**config.mk**
```make
export PLATFORM = sky130hd
export DESIGN_NAME = alu_mul_sequencer_flat
export DESIGN_NICKNAME = d
export VERILOG_FILES = /design/src/rtl/alu_mul_sequencer_pkg.sv /design/src/rtl/alu_mul_sequencer_if.sv /design/src/rtl/alu_port_mux.sv /design/src/rtl/alu_mul_sequencer.sv /design/src/flat_wrapper.sv
export SDC_FILE = /design/constraint.sdc
export NUM_CORES = 1
export LEC_CHECK = 0
export ABC_AREA = 1
export CAP_MARGIN = 20
export CORE_ASPECT_RATIO = 0.75
export CORE_MARGIN = 2
export CORE_UTILIZATION = 49
export DETAILED_ROUTE_END_ITERATION = 6
export PLACE_DENSITY_LB_ADDON = 0.15
export REMOVE_ABC_BUFFERS = 1
export SYNTH_ARGS = -nofsm -noshare
export SYNTH_HDL_FRONTEND = slang
export SYNTH_HIERARCHICAL = 1
export SYNTH_SLANG_ARGS = --single-unit
```
**constraint.sdc**
```tcl
create_clock -name clk -period 5.55 [get_ports clk]
set_clock_uncertainty 0.2 [all_clocks]
set_input_delay 1.665 -clock clk [delete_from_list [all_inputs] [get_ports clk]]
set_output_delay 1.665 -clock clk [all_outputs]
set_load 0.005 [all_outputs]
```
**src/rtl/alu_mul_sequencer_pkg.sv**
```systemverilog
// Shared definitions for the ALU/multiplier sequencer slice: ALU control
// codes (common to decoder, ALU and sequencer) and the sequencer state type.
package alu_mul_sequencer_pkg;

  localparam int ALU_W   = 32;
  localparam int ALU_SHW = 5;

  localparam logic [3:0] ALU_AND = 4'b0000;
  localparam logic [3:0] ALU_OR  = 4'b0001;
  localparam logic [3:0] ALU_ADD = 4'b0010;
  localparam logic [3:0] ALU_SLL = 4'b0011;
  localparam logic [3:0] ALU_SUB = 4'b0110;
  localparam logic [3:0] ALU_SLT = 4'b0111;
  localparam logic [3:0] ALU_NOR = 4'b1100;

  typedef enum logic [2:0] {
    IDLE  = 3'd0,
    SCAN  = 3'd1,
    SHIFT = 3'd2,
    ADD   = 3'd3,
    DONE  = 3'd4
  } seq_state_e;

endpackage

```
**src/rtl/alu_mul_sequencer_if.sv**
```systemverilog
// Multiply request/response bundle between the execute stage (master) and
// the shift-and-add sequencer (slave).
interface alu_mul_sequencer_if #(
  parameter int WIDTH = 32
);
  logic             start;
  logic [WIDTH-1:0] mul_a;
  logic [WIDTH-1:0] mul_b;
  logic             busy;
  logic             done;
  logic [WIDTH-1:0] product;

  modport master (
    output start, mul_a, mul_b,
    input  busy, done, product
  );

  modport slave (
    input  start, mul_a, mul_b,
    output busy, done, product
  );
endinterface

```
**src/rtl/alu_port_mux.sv**
```systemverilog
// Selects who drives the shared ALU: the datapath operands when the
// sequencer is not using it, the sequencer's operands when it is.
module alu_port_mux #(
  parameter int WIDTH = 32,
  parameter int SHW   = 5
) (
  input  logic             owned,
  input  logic [WIDTH-1:0] dp_a,
  input  logic [WIDTH-1:0] dp_b,
  input  logic [3:0]       dp_control,
  input  logic [SHW-1:0]   dp_shamt,
  input  logic [WIDTH-1:0] seq_a,
  input  logic [WIDTH-1:0] seq_b,
  input  logic [3:0]       seq_control,
  input  logic [SHW-1:0]   seq_shamt,
  output logic [WIDTH-1:0] alu_a,
  output logic [WIDTH-1:0] alu_b,
  output logic [3:0]       alu_control,
  output logic [SHW-1:0]   alu_shamt
);

  // Pure combinational select; no state, so datapath sees no added latency.
  assign alu_a       = owned ? seq_a       : dp_a;
  assign alu_b       = owned ? seq_b       : dp_b;
  assign alu_control = owned ? seq_control : dp_control;
  assign alu_shamt   = owned ? seq_shamt   : dp_shamt;

endmodule

```
**src/rtl/alu_mul_sequencer.sv**
```systemverilog
// Multi-cycle unsigned multiplier that borrows the shared ALU, building the
// product from SLL and ADD operations (shift-and-add over mul_b's bits).
// Optional build macro: MUL_EARLY_TERM_EN -- finish as soon as no set bits
// of the multiplier remain, instead of scanning all WIDTH bits.
module alu_mul_sequencer
  import alu_mul_sequencer_pkg::*;
#(
  parameter int WIDTH = 32,
  parameter int SHW   = 5
) (
  input  logic              clk,
  input  logic              reset,
  alu_mul_sequencer_if.slave bus,
  input  logic [WIDTH-1:0]  dp_a,
  input  logic [WIDTH-1:0]  dp_b,
  input  logic [3:0]        dp_control,
  input  logic [SHW-1:0]    dp_shamt,
  output logic [WIDTH-1:0]  alu_a,
  output logic [WIDTH-1:0]  alu_b,
  output logic [3:0]        alu_control,
  output logic [SHW-1:0]    alu_shamt,
  input  logic [WIDTH-1:0]  alu_result
);

  localparam logic [SHW-1:0] LAST_IDX = SHW'(WIDTH - 1);

  seq_state_e       state;
  logic [WIDTH-1:0] mcand;
  logic [WIDTH-1:0] mplr;
  logic [WIDTH-1:0] acc;
  logic [WIDTH-1:0] partial;
  logic [SHW-1:0]   idx;
  logic [SHW-1:0]   idx_next;
  logic             busy_q;
  logic             done_q;
  logic [WIDTH-1:0] product_q;

  logic             owned;
  logic [WIDTH-1:0] seq_a;
  logic [WIDTH-1:0] seq_b;
  logic [3:0]       seq_control;
  logic [SHW-1:0]   seq_shamt;

  assign idx_next    = idx + SHW'(1);
  assign bus.busy    = busy_q;
  assign bus.done    = done_q;
  assign bus.product = product_q;

  // The sequencer owns the ALU only while working; reset hands it back at once.
  assign owned = ((state == SCAN) || (state == SHIFT) || (state == ADD)) && !reset;

  // Operands the sequencer presents to the ALU in each working state.
  // NOTE: every output gets a default first so no path leaves one unassigned (no latch).
  always_comb begin
    seq_a       = '0;
    seq_b       = '0;
    seq_control = ALU_AND;
    seq_shamt   = '0;
    case (state)
      SHIFT: begin
        seq_control = ALU_SLL;
        seq_b       = mcand;
        seq_shamt   = idx;
      end
      ADD: begin
        seq_control = ALU_ADD;
        seq_a       = acc;
        seq_b       = partial;
      end
      default: ;
    endcase
  end

  alu_port_mux #(
    .WIDTH(WIDTH),
    .SHW  (SHW)
  ) u_port_mux (
    .owned      (owned),
    .dp_a       (dp_a),
    .dp_b       (dp_b),
    .dp_control (dp_control),
    .dp_shamt   (dp_shamt),
    .seq_a      (seq_a),
    .seq_b      (seq_b),
    .seq_control(seq_control),
    .seq_shamt  (seq_shamt),
    .alu_a      (alu_a),
    .alu_b      (alu_b),
    .alu_control(alu_control),
    .alu_shamt  (alu_shamt)
  );

  // Shift-and-add FSM with registered busy/done/product.
  // NOTE: state is updated with non-blocking assignments so every register
  // sees the pre-edge values of the others, independent of statement order.
  always_ff @(posedge clk) begin
    if (reset) begin
      state     <= IDLE;
      mcand     <= '0;
      mplr      <= '0;
      acc       <= '0;
      partial   <= '0;
      idx       <= '0;
      busy_q    <= 1'b0;
      done_q    <= 1'b0;
      product_q <= '0;
    end else begin
      done_q <= 1'b0;
      case (state)
        IDLE: begin
          if (bus.start) begin
            mcand  <= bus.mul_a;
            mplr   <= bus.mul_b;
            acc    <= '0;
            idx    <= '0;
            busy_q <= 1'b1;
            state  <= SCAN;
          end
        end

        SCAN: begin
`ifdef MUL_EARLY_TERM_EN
          if ((mplr >> idx) == '0) begin
            busy_q <= 1'b0;
            state  <= DONE;
          end else
`endif
          if (mplr[idx]) begin
            state <= SHIFT;
          end else if (idx == LAST_IDX) begin
            busy_q <= 1'b0;
            state  <= DONE;
          end else begin
            idx <= idx_next;
          end
        end

        SHIFT: begin
          partial <= alu_result;
          state   <= ADD;
        end

        ADD: begin
          acc <= alu_result;
          if (idx == LAST_IDX) begin
            busy_q <= 1'b0;
            state  <= DONE;
`ifdef MUL_EARLY_TERM_EN
          // Looking ahead here saves the extra SCAN visit after the last set bit.
          end else if ((mplr >> idx_next) == '0) begin
            busy_q <= 1'b0;
            state  <= DONE;
`endif
          end else begin
            idx   <= idx_next;
            state <= SCAN;
          end
        end

        DONE: begin
          product_q <= acc;
          done_q    <= 1'b1;
          state     <= IDLE;
        end

        default: state <= IDLE;
      endcase
    end
  end

endmodule

```
**src/flat_wrapper.sv**
```systemverilog
// flat-port wrapper written by rule: the top's interface ports become plain ports
module alu_mul_sequencer_flat import alu_mul_sequencer_pkg::*;
#(
  parameter int WIDTH = 32,
  parameter int SHW   = 5
)
  (clk, reset, dp_a, dp_b, dp_control, dp_shamt, alu_a, alu_b, alu_control, alu_shamt, alu_result, bus_start, bus_mul_a, bus_mul_b, bus_busy, bus_done, bus_product);
  alu_mul_sequencer_if #(.WIDTH(WIDTH)) bus_i ();
  input  logic clk;
  input  logic reset;
  input  logic [WIDTH-1:0] dp_a;
  input  logic [WIDTH-1:0] dp_b;
  input  logic [3:0] dp_control;
  input  logic [SHW-1:0] dp_shamt;
  output logic [WIDTH-1:0] alu_a;
  output logic [WIDTH-1:0] alu_b;
  output logic [3:0] alu_control;
  output logic [SHW-1:0] alu_shamt;
  input  logic [WIDTH-1:0] alu_result;
  input wire logic [$bits(bus_i.start)-1:0] bus_start;
  input wire logic [$bits(bus_i.mul_a)-1:0] bus_mul_a;
  input wire logic [$bits(bus_i.mul_b)-1:0] bus_mul_b;
  output wire logic [$bits(bus_i.busy)-1:0] bus_busy;
  output wire logic [$bits(bus_i.done)-1:0] bus_done;
  output wire logic [$bits(bus_i.product)-1:0] bus_product;
  assign bus_i.start = bus_start;
  assign bus_i.mul_a = bus_mul_a;
  assign bus_i.mul_b = bus_mul_b;
  assign bus_busy = bus_i.busy;
  assign bus_done = bus_i.done;
  assign bus_product = bus_i.product;
  alu_mul_sequencer #(.WIDTH(WIDTH), .SHW(SHW)) u_core (.clk(clk), .reset(reset), .bus(bus_i), .dp_a(dp_a), .dp_b(dp_b), .dp_control(dp_control), .dp_shamt(dp_shamt), .alu_a(alu_a), .alu_b(alu_b), .alu_control(alu_control), .alu_shamt(alu_shamt), .alu_result(alu_result));
endmodule
```
==> flow_summary.toml, run 1 <==
[global_route]
gr-total-overflow = 0
grt_max_degree = 104
antenna_found_initial = 0
grt_pass1_wl_um = 37070
grt_pass1_vias = 7414
track_usage = 0.2701

[worst_setup_path]
path_common_cell = "nand2_1"
path_class = "in2out"
crit_slowest_cell = "clkdlybuf4s50_1"
cp_data_arrival_time_ps = 3280
path_buf_inv = 3
cp.required_ps = 3690
cp-start-kind = "input pin"
crit_family = "buffers and inverters"
crit_path_max_fanout = 42
path_cells = "buf_2, nor3_2, buf_4, nand2_1, nand2_1, clkdlybuf4s50_1"
slowest_delay_ps = 490
end_kind = "output port"

[cells_and_area]
area_growth_pct = 42.51
nets = 1562
drive_gt1_frac = 0.05282
area.sequential_mm2 = 0.003405
final_core_util = 0.7102
fillers = 1392
final_area_mm2 = 0.01134
multi_input_area_mm2 = 0.003580
layoutNonFillerInstCount = 1611
n_antenna_cell = 0

[floorplan]
die_x_um = 151.1
core_mm2 = 0.01597
num_io_pins = 279
placementRows = 40
dieArea_mm2 = 0.01728
start_util = 0.4984
die_h_um = 114.4

[sta]
post-route-period-util = 0.9271
fmax_mhz = 194.4
setup_violations = 0
finalHoldViolCount = 0
fin_setup_tns_ps = 0
drv_slew = 0
relSlewSlack = 0.3073
rsz0062_at_grt = "false"
tightest_slew_ps = 1039
period_minus_slack_ps = 5145

[place]
place_hpwl_um = 15920
place_area_mm2 = 0.01071
gp_congestion = 0.8127
dp_cells = 1579
port_buffers = 278

[pwr]
power_frac_clock = 0.276
seqPwrFrac = 0.358
internal-power_w = 0.002885
leakage_nw = 4.406
peakVddDrop_mv = 0.2982
powerDensity_mw_per_mm2 = 393.5
total_power_w = 0.004462
pwr-share-comb = 0.366
switching_share = 0.3533
p_switching_w = 0.001577

[route]
routed_wl_um = 23720
drt-initial-drc-count = 546
antenna_left = 0
drc_errors = 0
drtPass1Iterations = 5
vias = 8277
viasPerCell = 5.138
wire_per_inst_um = 14.72

[status]
status = "finished, final reports clean"

[clock_tree]
cts_buffers = 17
clock-sinks = 170
cts_buffer_depth = 2
post_cts_resized = 0
cts.reportedPaths.clkPinSlew_ps = 60
hold_buffers = 0
cts-htree-levels = 4
root_buffer = "clkbuf_16"
cts_setup_buffers = 0
clock_latency_ps = 420
cts_tree = "built"

[logic_synthesis]
synth_warnings = 6
synth_cell_types = 29
syn_area_per_cell_um2 = 6.812
postSynthCellCount = 1168
synth.largest_area_cell = "dfxtp_1"
netlist_area_mm2 = 0.007956
synth-seq-area-share = 0.4277
synth-seq-cells = 170
synth_top_area_frac = 0.4277
synthTopCellsByArea = "dfxtp_1 43%, nand2_1 13%, a21oi_1 10%"

[job]
drv_cap = 0

[worst_hold_path]
hp-class = "reg2reg"
[layout by cell type, fill, tap and decap left out, types with 3 or more instances in the layout]
cell,synthesis,layout
clkdlybuf4s50_1,0,277
nand2_1,270,268
dfxtp_1,170,169
a21oi_1,163,163
inv_1,136,135
o21ai_0,129,129
nand3_1,91,91
nor2_1,53,52
o22ai_1,32,32
clkbuf_16,0,17
buf_4,2,8
inv_2,6,6
nand2_2,6,6
nand3_2,6,5
clkbuf_8,0,4
buf_12,0,4
clkinv_2,0,3
clkinvlp_4,0,3
bufinv_16,0,3
nor3_1,4,3
[worst min-delay path, delay by kind of cell, from the launching register on]
kind            cells  cell delay (ps)
compound gates      1               50
buf+inv             1               50
flops               1              310
[area by class of cell]
type	count	share of cell area
Multi-Input combinational cell	765	0.3157
Tap cell	210	0.02317
Timing Repair Buffer	290	0.2573
Clock inverter	10	0.01236
Sequential cell	170	0.3003
Clock buffer	22	0.04271
Inverter	144	0.04844
[worst paths after layout]
check | startpoint | endpoint | slack [ps] | depth (start not counted)
max reg2reg | u_core/state[1]$_SDFFE_PP0P_ | u_core/idx[1]$_SDFFE_PP0P_ | 2530 | 9
min reg2reg | u_core/mplr[31]$_SDFFE_PP0P_ | u_core/mplr[31]$_SDFFE_PP0P_ | 250 | 2
min | u_core/mplr[31]$_SDFFE_PP0P_ | u_core/mplr[31]$_SDFFE_PP0P_ | 250 | 2
max | reset | alu_b[8] | 400 | 6
[power by group through the flow]
| stage | clock [W] | sequential (W) | combinational [W] |
|---|---|---|---|
| final | 0.00123 | 0.00160 | 0.00163 |
| after global routing | 0.00131 | 0.00162 | 0.00182 |
| after CTS | 0.00125 | 0.00160 | 0.00164 |
| after detailed placement | 0 | 0.00162 | 0.00163 |
| after global placement | 0 | 0.00161 | 0.00160 |
| after floorplan | 0 | 0.00159 | 0.000899 |
[cell usage after synthesis (all sizes together)]
| cell | count |
|---|---|
| nand2 | 276 |
| a22oi | 1 |
| a21oi | 163 |
| nand3 | 98 |
| inv | 144 |
| o21ai | 131 |
| xor2 | 1 |
| ha | 2 |
| clkbuf | 49 |
| dfxtp | 170 |
| conb | 1 |
| nor3 | 4 |
| buf | 41 |
| nor2 | 55 |
| o22ai | 32 |
[kinds of logic after synthesis]
family	Yosys count	synth area share
other	1	0.0004713
flip-flops	170	0.4277
XOR/XNOR	1	0.001101
adder cells (fa/ha/maj)	2	0.003145
buffers and inverters	234	0.1272
AO/OA/AOI/OAI	327	0.2115
AND/OR/NAND/NOR	433	0.2288
[stage by stage]
step	hold slack, ps	setup slack, ps
floorplan	225.6	-3528
global placement	233.9	433.9
detailed placement	238.7	401.3
CTS	247.1	395.5
global route	266.0	265.6
finish	246.9	404.8
[registers in the layout, summed over array words and instances, names as in the netlist, 3 cells and up]
signal              count
u_core/mcand           32
u_core/partial         32
u_core/idx              5
u_core/state            3
u_core/bus.product     32
u_core/mplr            32
u_core/acc             32
[metal layers]
metal  global-route usage  wire length (µm)
met5                    0                 0
met4              0.08100               308
met3              0.06693              1987
met2               0.4385             10980
met1               0.3572             10450
Note: power is estimated with default switching activity, not from simulation.
==> run 2, diff against run 1 <==
- ABC_AREA: 1 -> unset
==> run 2 against run 1 <==
Net effect: maximum frequency down 0.58%; power down 31%; hold slack better by 4.5 ps; sequential share of layout area down 0.18 points; final area up 0.55%; die area up 0.23%; first-iteration DRC count down 11%; critical path type is now reg2out.
==> flow_summary.toml, run 2 <==
[status]
status = "finished, final reports clean"

[worst_setup_path]
reg2reg_depth = 6
end_kind = "output port"
r2r_end = "u_core/acc[17]$_SDFFE_PP0P_"
path_class = "reg2out"
r2r_start = "u_core/state[1]$_SDFFE_PP0P_"
cp_data_arrival_time_ps = 3310
cp.required_ps = 3690
crit_path_max_fanout = 37
cp-start-kind = "flip-flop"
rrSetupSlack_ps = 2630

[sta]
fmax_mhz = 193.2
setup_violations = 0
post-route-period-util = 0.9325
tightest_slew_ps = 1014
drv_slew = 0
relSlewSlack = 0.3241
finalHoldViolCount = 0
rsz0062_at_grt = "false"
setup_ws_ps = 374.7
period_minus_slack_ps = 5175

[logic_synthesis]
synth_xor_area_frac = 0
synthFlopType = "dfxtp_1"
synth-seq-cells = 170
synth_warnings = 6
synth_compound_area_frac = 0.1650
synthTopCellsByArea = "dfxtp_1 43%, mux2_4 13%, nand2_1 12%"
postSynthCellCount = 917
synth.largest_area_cell = "dfxtp_1"
syn_area_per_cell_um2 = 8.697
synth_cell_types = 40
synthMuxAreaShare = 0.1583
netlist_area_mm2 = 0.007975
synth_top_area_frac = 0.4267
synth.most_common_cell = "nand2_1"
ys_async_sr_fraction = 0
synth_fa_ha_area_frac = 0.003138
netlist_top_cells_count = "261 x nand2_1, 170 x dfxtp_1, 132 x a21oi_1, 70 x mux2_4, 62 x clkbuf_1"
synth-simple-area-share = 0.1889
synth_edf_count = 0
synth-seq-area-share = 0.4267
synth_top_family_by_area = "simple AND/OR/NAND/NOR gates"

[cells_and_area]
layout_commonest_cell = "clkdlybuf4s50_1"
fillers = 1245
area_growth_pct = 42.96
n_antenna_cell = 0
drive_gt1_frac = 0.1126
nets = 1324
layout_common_cells = "277 x clkdlybuf4s50_1, 261 x nand2_1, 170 x dfxtp_1"
layoutNonFillerInstCount = 1373

[clock_tree]
clock-sinks = 170
cts.reportedPaths.clkPinSlew_ps = 60
cts_setup_buffers = 0
cts_buffer_depth = 2
cts_tree = "built"
root_buffer = "clkbuf_16"
post_cts_resized = 0
clock_latency_ps = 420
cts-htree-levels = 4
hold_buffers = 0
cts_buffers = 17

[place]
dp_cells = 1341
port_buffers = 278
gp_congestion = 0.8442
dp_slack_ps = 397.5
place_hpwl_um = 15800

[route]
drc_errors = 0
drtPass1Iterations = 5
drt-initial-drc-count = 487
routed_wl_um = 23850
viasPerCell = 5.466
antenna_left = 0
vias = 7505
wire_per_inst_um = 17.37

[floorplan]
die_x_um = 151.3
dieArea_mm2 = 0.01732
die_h_um = 114.5
start_util = 0.4995
core_mm2 = 0.01597
num_io_pins = 279
placementRows = 40

[worst_hold_path]
min_path_cells = 2
hp-class = "reg2reg"
worstHoldStart = "u_core/bus.product[3]$_SDFFE_PP0P_"
hold_path_end = "u_core/bus.product[3]$_SDFFE_PP0P_"

[global_route]
grt_max_degree = 98
gr-total-overflow = 0
antenna_found_initial = 0
track_usage = 0.2759
grt_pass1_vias = 7202
grt_pass1_wl_um = 37180

[job]
drv_cap = 0

[pwr]
powerDensity_mw_per_mm2 = 270.3
leakage_nw = 4.341
peakVddDrop_mv = 0.2184
[run 2: cell types whose count changed in the layout (fill, tap and decap cells not counted), moves of 34 or more]
cell	before	now
inv_1	135	3
o21ai_0	129	0
nand3_1	91	4
mux2_4	0	70
a22o_1	0	34
and3_1	0	34
[run 2: cell type report]
class,instances,area (µm²),area share
multi-input cells,663,4145,0.3636
flip-flops and latches,170,3403,0.2985
repair buffers,294,2950,0.2588
clock buffers,22,484.2,0.04247
well taps,210,262.8,0.02305
clock inverters,10,140.1,0.01229
inverters,4,15.01,0.001317
[run 2: metrics by stage]
stage | hold slack, ps | power (W) | cell area [µm²] | setup TNS (ps) | util
detailed placement | 245.8 | 0.001878 | 10780 | 0 | 0.6750
floorplan | 225.5 | 0.001594 | 7536 | -512930 | -
CTS | 254.2 | 0.003108 | 11400 | 0 | 0.7141
finish | 251.4 | 0.003082 | 11400 | 0 | 0.7141
global placement | 238.9 | 0.001870 | 10780 | 0 | 0.6750
global route | 271.3 | 0.003207 | 11400 | 0 | 0.7141
[run 2: where the power goes]
group          internal [W]  total (W)  leakage, nW  switching, W
Combinational      0.000324   0.000557         2.66      0.000233
Sequential          0.00127    0.00130         1.38     0.0000297
Clock              0.000756    0.00123        0.298      0.000473
[run 2: critical path, stage by stage, from the launching register on]
cell             delay, ps
dfxtp_1                800
buf_4                  410
nor2_1                 180
nor3_2                 330
buf_12                 310
mux2_4                 330
clkdlybuf4s50_1        460
[run 2: worst max path at each step]
stage	startpoint	endpoint	slack (ps)	depth (start not counted)
2_1_floorplan	reset	alu_shamt[2]	-6840	2
3_3_place_gp	reset	alu_control[3]	420	5
3_5_place_dp	reset	alu_control[3]	400	5
4_1_cts	u_core/state[1]$_SDFFE_PP0P_	alu_b[17]	360	6
5_1_grt	u_core/state[1]$_SDFFE_PP0P_	alu_control[3]	240	6
6_report	u_core/state[1]$_SDFFE_PP0P_	alu_b[15]	370	6
[run 2: kinds of logic (layout without fill, tap and decap cells)]
family          Yosys count  after routing
mux                      85             85
flops                   170            170
fa+ha+maj                 2              2
other cells               1              2
buf+inv                  85            330
simple gates            361            361
compound gates          213            213
[run 2: per-layer routing]
layer  vias up  GRT usage  part of all wire
li1       3610          -                 -
met1      3562     0.3518              0.43
met2       297     0.4507              0.46
met3        36    0.07729             0.087
met4         0    0.09346             0.017
met5         -          0                 0
==> run 3, diff against run 2 <==
- CTS_CLUSTER_SIZE: unset -> 40
==> results of run 3 <==
Final layout, timing and power as in run 2 (identical DEF).
